## config.mk

```make
export PLATFORM = sky130hd
export DESIGN_NAME = ram_arbiter_flat
export DESIGN_NICKNAME = d
export VERILOG_FILES = /design/src/rtl/kanade32_pkg.sv /design/src/rtl/ram_arbiter_if.sv /design/src/rtl/ram_arbiter_arb2.sv /design/src/rtl/ram_arbiter.sv /design/src/flat_wrapper.sv
export SDC_FILE = /design/constraint.sdc
export NUM_CORES = 1
export LEC_CHECK = 0
export ABC_AREA = 0
export CAP_MARGIN = 10
export CORE_AREA = 2 2 102 104
export CTS_BUF_LIST = sky130_fd_sc_hd__clkbuf_4 sky130_fd_sc_hd__clkbuf_8 sky130_fd_sc_hd__clkbuf_16
export DETAILED_ROUTE_END_ITERATION = 6
export DIE_AREA = 0 0 104 106
export GPL_ROUTABILITY_DRIVEN = 0
export HOLD_SLACK_MARGIN = 0.02
export SLEW_MARGIN = 20
export SYNTH_ARGS = -nofsm -noshare
export SYNTH_HDL_FRONTEND = slang
export SYNTH_SLANG_ARGS = --single-unit
```

## constraint.sdc

```tcl
create_clock -name clk -period 1.2 [get_ports clk]
set_input_delay 0.24 -clock clk [delete_from_list [all_inputs] [get_ports clk]]
set_output_delay 0.24 -clock clk [all_outputs]
set_load 0.1 [all_outputs]
```

## src/rtl/kanade32_pkg.sv

```systemverilog
// kanade32_pkg: shared types and constants for the kanade32 RAM arbiter.
//   RAM_DEPTH : number of words in the shared single-port RAM
//   resp_t    : tag of the read response due in the next cycle
//   port_t    : requester identity, also used as the round-robin pointer
package kanade32_pkg;
    localparam int RAM_DEPTH = 1024;
    typedef enum logic [1:0] {RESP_NONE, RESP_I, RESP_D} resp_t;
    typedef enum logic {PORT_I, PORT_D} port_t;
endpackage

```

## src/rtl/ram_arbiter_if.sv

```systemverilog
// ram_arbiter_if: bundle of the fetch port, data port and RAM-side signals.
//   i_req/i_addr -> i_gnt/i_rvalid/i_rdata                  fetch port
//   d_req/d_we/d_addr/d_wdata -> d_gnt/d_rvalid/d_rdata     load/store port
//   ram_wren/ram_address/ram_data -> RAM, ram_q <- RAM      RAM side
//   modport slave  : the arbiter's view
//   modport master : the view of the environment around the arbiter
interface ram_arbiter_if #(
    parameter int ADDR_W = 30,
    parameter int DATA_W = 32
);
    logic              i_req;
    logic [ADDR_W-1:0] i_addr;
    logic              i_gnt;
    logic              i_rvalid;
    logic [DATA_W-1:0] i_rdata;
    logic              d_req;
    logic              d_we;
    logic [ADDR_W-1:0] d_addr;
    logic [DATA_W-1:0] d_wdata;
    logic              d_gnt;
    logic              d_rvalid;
    logic [DATA_W-1:0] d_rdata;
    logic              ram_wren;
    logic [ADDR_W-1:0] ram_address;
    logic [DATA_W-1:0] ram_data;
    logic [DATA_W-1:0] ram_q;

    modport slave (
        input  i_req, i_addr, d_req, d_we, d_addr, d_wdata, ram_q,
        output i_gnt, i_rvalid, i_rdata, d_gnt, d_rvalid, d_rdata,
               ram_wren, ram_address, ram_data
    );

    modport master (
        output i_req, i_addr, d_req, d_we, d_addr, d_wdata, ram_q,
        input  i_gnt, i_rvalid, i_rdata, d_gnt, d_rvalid, d_rdata,
               ram_wren, ram_address, ram_data
    );
endinterface

```

## src/rtl/ram_arbiter_arb2.sv

```systemverilog
// arb2_rr: two-requester grant unit (bit 0 = fetch port, bit 1 = data port).
//   req[1:0]  in  active requests
//   prio      in  port that wins when both request
//   gnt[1:0]  out one-hot grant (or zero when idle)
//   prio_nxt  out pointer after this cycle: the loser of a conflict, else prio
// A lone requester always wins; prio only decides conflicts.
module arb2_rr
    import kanade32_pkg::*;
(
    input  logic [1:0] req,
    input  port_t      prio,
    output logic [1:0] gnt,
    output port_t      prio_nxt
);
    logic both;

    assign both = &req;

    always_comb begin
        gnt      = both ? ((prio == PORT_D) ? 2'b10 : 2'b01) : req;
        prio_nxt = both ? ((prio == PORT_D) ? PORT_I : PORT_D) : prio;
    end
endmodule

```

## src/rtl/ram_arbiter.sv

```systemverilog
// ram_arbiter: shares one single-port RAM between the fetch (I) and data (D) ports.
//   clk    in  system clock, rising edge
//   rst_n  in  asynchronous active-low reset
//   bus    ram_arbiter_if.slave: request/grant/response ports and RAM lines
// Build option RAM_ARB_RR_EN: when defined, conflicts are resolved round-robin;
// otherwise D always beats I and no priority register exists.
// Reads return on ram_q one cycle after the grant; the resp tag remembers
// which port that data belongs to.
module ram_arbiter
    import kanade32_pkg::*;
#(
    parameter int ADDR_W = 30,
    parameter int DATA_W = 32
)(
    input  logic         clk,
    input  logic         rst_n,
    ram_arbiter_if.slave bus
);
    logic [1:0]        req;
    logic [1:0]        gnt_raw;
    logic [1:0]        gnt;
    port_t             prio;
    port_t             prio_nxt;
    resp_t             resp;
    resp_t             resp_nxt;
    logic [ADDR_W-1:0] addr;
    logic [DATA_W-1:0] rdata;

    assign req = {bus.d_req, bus.i_req};

    arb2_rr u_arb (
        .req      (req),
        .prio     (prio),
        .gnt      (gnt_raw),
        .prio_nxt (prio_nxt)
    );

    // Grants are combinational, so they must be masked while reset is held.
    assign gnt = rst_n ? gnt_raw : 2'b00;

`ifdef RAM_ARB_RR_EN
    // prio_nxt already equals prio unless both ports requested.
    always_ff @(posedge clk or negedge rst_n) begin
        if (!rst_n)
            prio <= PORT_D;
        else
            prio <= prio_nxt;
    end
`else
    logic unused_prio;

    assign prio        = PORT_D;
    assign unused_prio = prio_nxt;
`endif

    always_ff @(posedge clk or negedge rst_n) begin
        if (!rst_n)
            resp <= RESP_NONE;
        else
            resp <= resp_nxt;
    end

    // Stores produce no response.
    always_comb
        resp_nxt = gnt[0] ? RESP_I : (gnt[1] && !bus.d_we) ? RESP_D : RESP_NONE;

    // With no winner the fetch address is presented anyway.
    assign addr  = gnt[1] ? bus.d_addr : bus.i_addr;
    assign rdata = bus.ram_q;

    assign bus.i_gnt       = gnt[0];
    assign bus.d_gnt       = gnt[1];
    assign bus.ram_wren    = gnt[1] & bus.d_we;
    assign bus.ram_address = addr;
    assign bus.ram_data    = bus.d_wdata;
    assign bus.i_rvalid    = (resp == RESP_I);
    assign bus.d_rvalid    = (resp == RESP_D);
    assign bus.i_rdata     = rdata;
    assign bus.d_rdata     = rdata;
endmodule

```

## src/flat_wrapper.sv

```systemverilog
// flat-port wrapper written by rule: the top's interface ports become plain ports
module ram_arbiter_flat import kanade32_pkg::*;
#(
    parameter int ADDR_W = 30,
    parameter int DATA_W = 32
)
  (clk, rst_n, bus_i_req, bus_i_addr, bus_d_req, bus_d_we, bus_d_addr, bus_d_wdata, bus_ram_q, bus_i_gnt, bus_i_rvalid, bus_i_rdata, bus_d_gnt, bus_d_rvalid, bus_d_rdata, bus_ram_wren, bus_ram_address, bus_ram_data);
  ram_arbiter_if #(.ADDR_W(ADDR_W), .DATA_W(DATA_W)) bus_i ();
  input  logic clk;
  input  logic rst_n;
  input wire logic [$bits(bus_i.i_req)-1:0] bus_i_req;
  input wire logic [$bits(bus_i.i_addr)-1:0] bus_i_addr;
  input wire logic [$bits(bus_i.d_req)-1:0] bus_d_req;
  input wire logic [$bits(bus_i.d_we)-1:0] bus_d_we;
  input wire logic [$bits(bus_i.d_addr)-1:0] bus_d_addr;
  input wire logic [$bits(bus_i.d_wdata)-1:0] bus_d_wdata;
  input wire logic [$bits(bus_i.ram_q)-1:0] bus_ram_q;
  output wire logic [$bits(bus_i.i_gnt)-1:0] bus_i_gnt;
  output wire logic [$bits(bus_i.i_rvalid)-1:0] bus_i_rvalid;
  output wire logic [$bits(bus_i.i_rdata)-1:0] bus_i_rdata;
  output wire logic [$bits(bus_i.d_gnt)-1:0] bus_d_gnt;
  output wire logic [$bits(bus_i.d_rvalid)-1:0] bus_d_rvalid;
  output wire logic [$bits(bus_i.d_rdata)-1:0] bus_d_rdata;
  output wire logic [$bits(bus_i.ram_wren)-1:0] bus_ram_wren;
  output wire logic [$bits(bus_i.ram_address)-1:0] bus_ram_address;
  output wire logic [$bits(bus_i.ram_data)-1:0] bus_ram_data;
  assign bus_i.i_req = bus_i_req;
  assign bus_i.i_addr = bus_i_addr;
  assign bus_i.d_req = bus_d_req;
  assign bus_i.d_we = bus_d_we;
  assign bus_i.d_addr = bus_d_addr;
  assign bus_i.d_wdata = bus_d_wdata;
  assign bus_i.ram_q = bus_ram_q;
  assign bus_i_gnt = bus_i.i_gnt;
  assign bus_i_rvalid = bus_i.i_rvalid;
  assign bus_i_rdata = bus_i.i_rdata;
  assign bus_d_gnt = bus_i.d_gnt;
  assign bus_d_rvalid = bus_i.d_rvalid;
  assign bus_d_rdata = bus_i.d_rdata;
  assign bus_ram_wren = bus_i.ram_wren;
  assign bus_ram_address = bus_i.ram_address;
  assign bus_ram_data = bus_i.ram_data;
  ram_arbiter #(.ADDR_W(ADDR_W), .DATA_W(DATA_W)) u_core (.clk(clk), .rst_n(rst_n), .bus(bus_i));
endmodule
```

# --- Word-level counts from Yosys, hierarchy flattened ---
# Cells that the tools add are included.
# Widths: inputs -> output; s select.
op_classes:
  eq_ne: 2
  mux: 5
  bitwise: 1
  n_reduce_logical: 3
op_table:
  columns: ["cell", "n"]
  rows:
  - ["$mux 30", 1]
  - ["$mux 2", 4]
  - ["$eq 2x1->1 const B", 1]
  - ["$eq 2x2->1 const B", 1]
  - ["$reduce_and 2->1", 1]
  - ["$and 1x1->1", 1]
  - ["$logic_and 1x1->1", 1]
  - ["$logic_not 1->1", 1]
totals:
  reg_bits: 2
  inputBits: 129
  output_inout_bits: 131
  word_cells: 12

# --- Depth between registers and ports, before layout ---
# Gate-level depths: netlist of run 1.
depth:
  depth_word: 6
  mapped_depth: 3
  depth_no_buf: 2

# --- By module ---
# A second synthesis of run 1 with hierarchy kept.
hier_totals:
  hier_cells: 144
  hier_area_um2: 1322.5
by_module_without_submodules:
  columns: ["module", "instances", "cells_each", "area_per_inst_um2", "seq_area_each_um2"]
  rows:
  - ["ram_arbiter", 1, 139, 1291.2, 50.0]
  - ["arb2_rr", 1, 5, 31.3, 0.0]

# --- Worst setup path before layout of run 1 ---
# No wires, ideal clock.
synth_timing:
  kind: "register to output"
  startpoint: "register u_core.resp[0]"
  endpoint: "output bus_d_rvalid"
  t_arrival_ns: 1.693
  required_ns: 0.960
  slack_ns: -0.733
  path_stages_with_launch: 2
  n_path_buf: 0
  cell_sequence: "dfrtp_1 nor2b_1"
synth_via:
  elab_chain_len: 1
synth_lines:
  columns: ["element", "line", "text"]
  rows:
  - ["start: declaration", "ram_arbiter.sv:24", "resp_t resp;"]
  - ["start signal: assignment", "ram_arbiter.sv:60", "resp <= resp_nxt;"]
  - ["$eq 2x2->1", "ram_arbiter.sv:77", "assign bus.d_rvalid = (resp == RESP_D);"]
  - ["end: declaration", "flat_wrapper.sv:22", "output wire logic [$bits(bus_i.d_rvalid)-1:0] bus_d_rvalid;"]
# Every way passes these cells.

# --- Worst setup path after layout of run 1 ---
layout_timing:
  startpoint: "input rst_n"
  endpoint: "output bus_ram_address[3]"
layout_via:
  elab_chain_len: 2
layout_lines:
  columns: ["element", "line", "text"]
  rows:
  - ["start: declaration", "flat_wrapper.sv:10", "input logic rst_n;"]
  - ["$mux 2", "ram_arbiter.sv:39", "assign gnt = rst_n ? gnt_raw : 2'b00;"]
  - ["$mux 30", "ram_arbiter.sv:68", "assign addr = gnt[1] ? bus.d_addr : bus.i_addr;"]
  - ["end: declaration", "flat_wrapper.sv:25", "output wire logic [$bits(bus_i.ram_address)-1:0] bus_ram_address;"]
# Every way passes these cells.

==> flow_summary.json, run 1 <==
{
  "antenna_cells": 0,
  "avgSynthCellArea_um2": 9.34,
  "yosysTopAreaCell": "buf_4",
  "placed_area_um2": 2120,
  "drt_pass1_iterations": 4,
  "cts-root-buf": "clkbuf_8",
  "clk_pin_slew_worst_paths_ps": 30,
  "num_io_pins": 260,
  "finalInstanceArea_um2": 2310,
  "p_leak_uw": 0.00106,
  "grt_antenna_before_repair": 0,
  "largest_reg_flops": 2,
  "clkPwrFrac": 0.145,
  "synth.area.top_cells": "buf_4 (56%), mux2_4 (33%), dfrtp_1 (3.9%)",
  "synth_ff_type": "dfrtp_1",
  "maxCapViolCount": 0,
  "cp_max_fo": 5,
  "fp.dieW_um": 104,
  "synthArstFlopShare": 1.00,
  "drtIter0Drc": 33,
  "portBuffers": 99,
  "crit_required_ps": 960,
  "core_um2": 10000,
  "postRouteWirelength_mm": 3.55,
  "avgRoutedWirePerCell_um": 12.3,
  "cts_made_buffers": 3,
  "vias_per_cell": 2.98,
  "largest_register": "u_core.resp",
  "clock_path_buffers": 2,
  "grt_pass1_vias": 912,
  "failed_checks": "negative setup slack",
  "syn_area_um2": 1290,
  "synth_edf_count": 0,
  "internal_power_uw": 966,
  "hold_violations": 0,
  "dieArea_um2": 11000,
  "grt_start_max_net_pins": 9,
  "grt_pass1_wl_mm": 5.34,
  "endpoint_kind": "output port",
  "antenna_left": 0,
  "cts_tree": "yes",
  "cts_sinks": 2,
  "drive_above_1_share": 0.569,
  "setup_viol": 31,
  "nNetsFinal": 284,
  "synth_commonest_cells": "buf_4 (96), mux2_4 (28), buf_6 (3)",
  "via_count": 860,
  "rsz0062_at_grt": "yes",
  "crit_arrival_ps": 1160,
  "reg_top3": "u_core.resp (2)",
  "grt.total_usage": 0.0612,
  "seqPwrFrac": 0.040,
  "rows": 37,
  "synth_fp_nets": 267,
  "endpoint": "bus_ram_address[3]",
  "dp_hpwl_mm": 2.76,
  "combPwrFrac": 0.816,
  "synth.distinct_cells": 11,
  "die_y_um": 106,
  "initial_core_util": 0.129,
  "syn2layout_area_growth_pct": 78.9,
  "hold_class": "in -> reg",
  "finalMaxSlewViolations": 0,
  "synth_seq_cells": 2,
  "cp-start-kind": "primary input",
  "fin_crit_ps": 1400,
  "postSynthCellCount": 138,
  "startpoint": "rst_n",
  "vdd_drop_max_v": 0.000409,
  "synth_most_common_cell": "buf_4",
  "synth_warnings": 0,
  "powerDensity_nw_per_um2": 803,
  "tightest_slew_ps": 140,
  "fmax_mhz": 716,
  "grt-ovfl-total": 0,
  "synth_top_area_frac": 0.559,
  "drc": 0,
  "cts-htree-levels": 1,
  "ys_seq_area_frac": 0.0388,
  "switching_share": 0.478,
  "fin_crit_sh": 1.16,
  "timing.final.ws_setup_ps": -197,
  "status": "finished, violations left",
  "nFillCells": 1074,
  "finalSetupTns_ps": -5290,
  "p_switching_uw": 885,
  "worstSetupPathType": "in -> out",
  "slew_headroom": 0.907
}
==> timing repair <==
| item | CTS | global route |
|---|---|---|
| buffers inserted | 6 | 0 |
| resized for setup | 22 | 8 |
| hold endpoints to repair | 2 | 0 |
| hold buffers | 1 | 0 |
| setup endpoints to repair | 33 | 33 |
| cloned | 3 | 0 |
| pin swaps | 2 | 0 |
==> stage by stage <==
stage | power [uW] | util | setup slack, ps | instances | hold slack [ps]
floorplan | 2420 | - | -213 | 138 | -55.6
global placement | 1530 | 0.212 | -600 | 278 | 481
detailed placement | 1540 | 0.212 | -627 | 278 | 481
CTS | 1880 | 0.231 | -211 | 290 | 380
global route | 1910 | 0.231 | -225 | 289 | 382
finish | 1850 | 0.231 | -197 | 289 | 368
==> power by group through the flow <==
stage	clock network (uW)	logic (uW)	registers [uW]
detailed placement	0	1470	73.0
floorplan	0	2340	72.5
CTS	278	1530	72.2
global placement	0	1460	72.6
global route	288	1550	73.6
finish	268	1510	73.4
==> worst max-delay path: stages <==
cell and delay, ps:
buf_8 100, nand2_4 70, buf_6 130, buf_12 130, mux2_4 310, buf_12 170
==> area by class of cell <==
| cell class | instances | area [um2] | area share |
|---|---|---|---|
| Timing Repair Buffer | 111 | 1520 | 0.660 |
| Multi-Input combinational cell | 36 | 514 | 0.223 |
| Tap cell | 136 | 170 | 0.0738 |
| Sequential cell | 2 | 50.0 | 0.0217 |
| Clock buffer | 3 | 41.3 | 0.0179 |
| Inverter | 1 | 7.51 | 0.00326 |
==> cells in the final DEF, fill, tap and decap left out, types with 2 or more instances in the layout <==
cell             count
clkdlybuf4s50_1     55
buf_12              37
mux2_4              30
dlymetal6s2s_1       5
buf_4                5
clkbuf_8             3
buf_6                3
nor2b_4              2
buf_16               2
dlygate4sd2_1        2
dfrtp_1              2
==> how the worst min path moves through the flow <==
stage	startpoint	end	slack, ps	depth (start not counted)
final	bus_d_we	u_core.resp[1]	370	2
after global routing	bus_d_we	u_core.resp[1]	380	2
after CTS	bus_d_we	u_core.resp[1]	380	2
after detailed placement	bus_d_wdata[16]	bus_ram_data[16]	480	0
after global placement	bus_d_wdata[16]	bus_ram_data[16]	480	0
after floorplan	rst_n	u_core.resp[0]	-60	0
==> metal layers <==
layer	GRT usage	wire length [um]	up-vias	share of wire
met2	0.100	1740	72	0.49
met5	0	0	-	0
met3	0.0300	479	28	0.13
li1	-	-	377	-
met1	0.0597	1150	383	0.32
met4	0.0463	181	0	0.051
==> cells by family after synthesis <==
kind of cell,after synthesis,share of synthesized area
muxes,30,0.344
and+or+nand+nor,6,0.0291
DFF,2,0.0388
buffers and inverters,100,0.588
No activity file was read; power rests on OpenSTA's default activity.
==> run 2, diff against run 1 <==
CAP_MARGIN = 20   (was 10)
SLEW_MARGIN = default   (was 20)
==> results of run 2 <==
Final layout, timing and power as in run 1 (identical DEF).
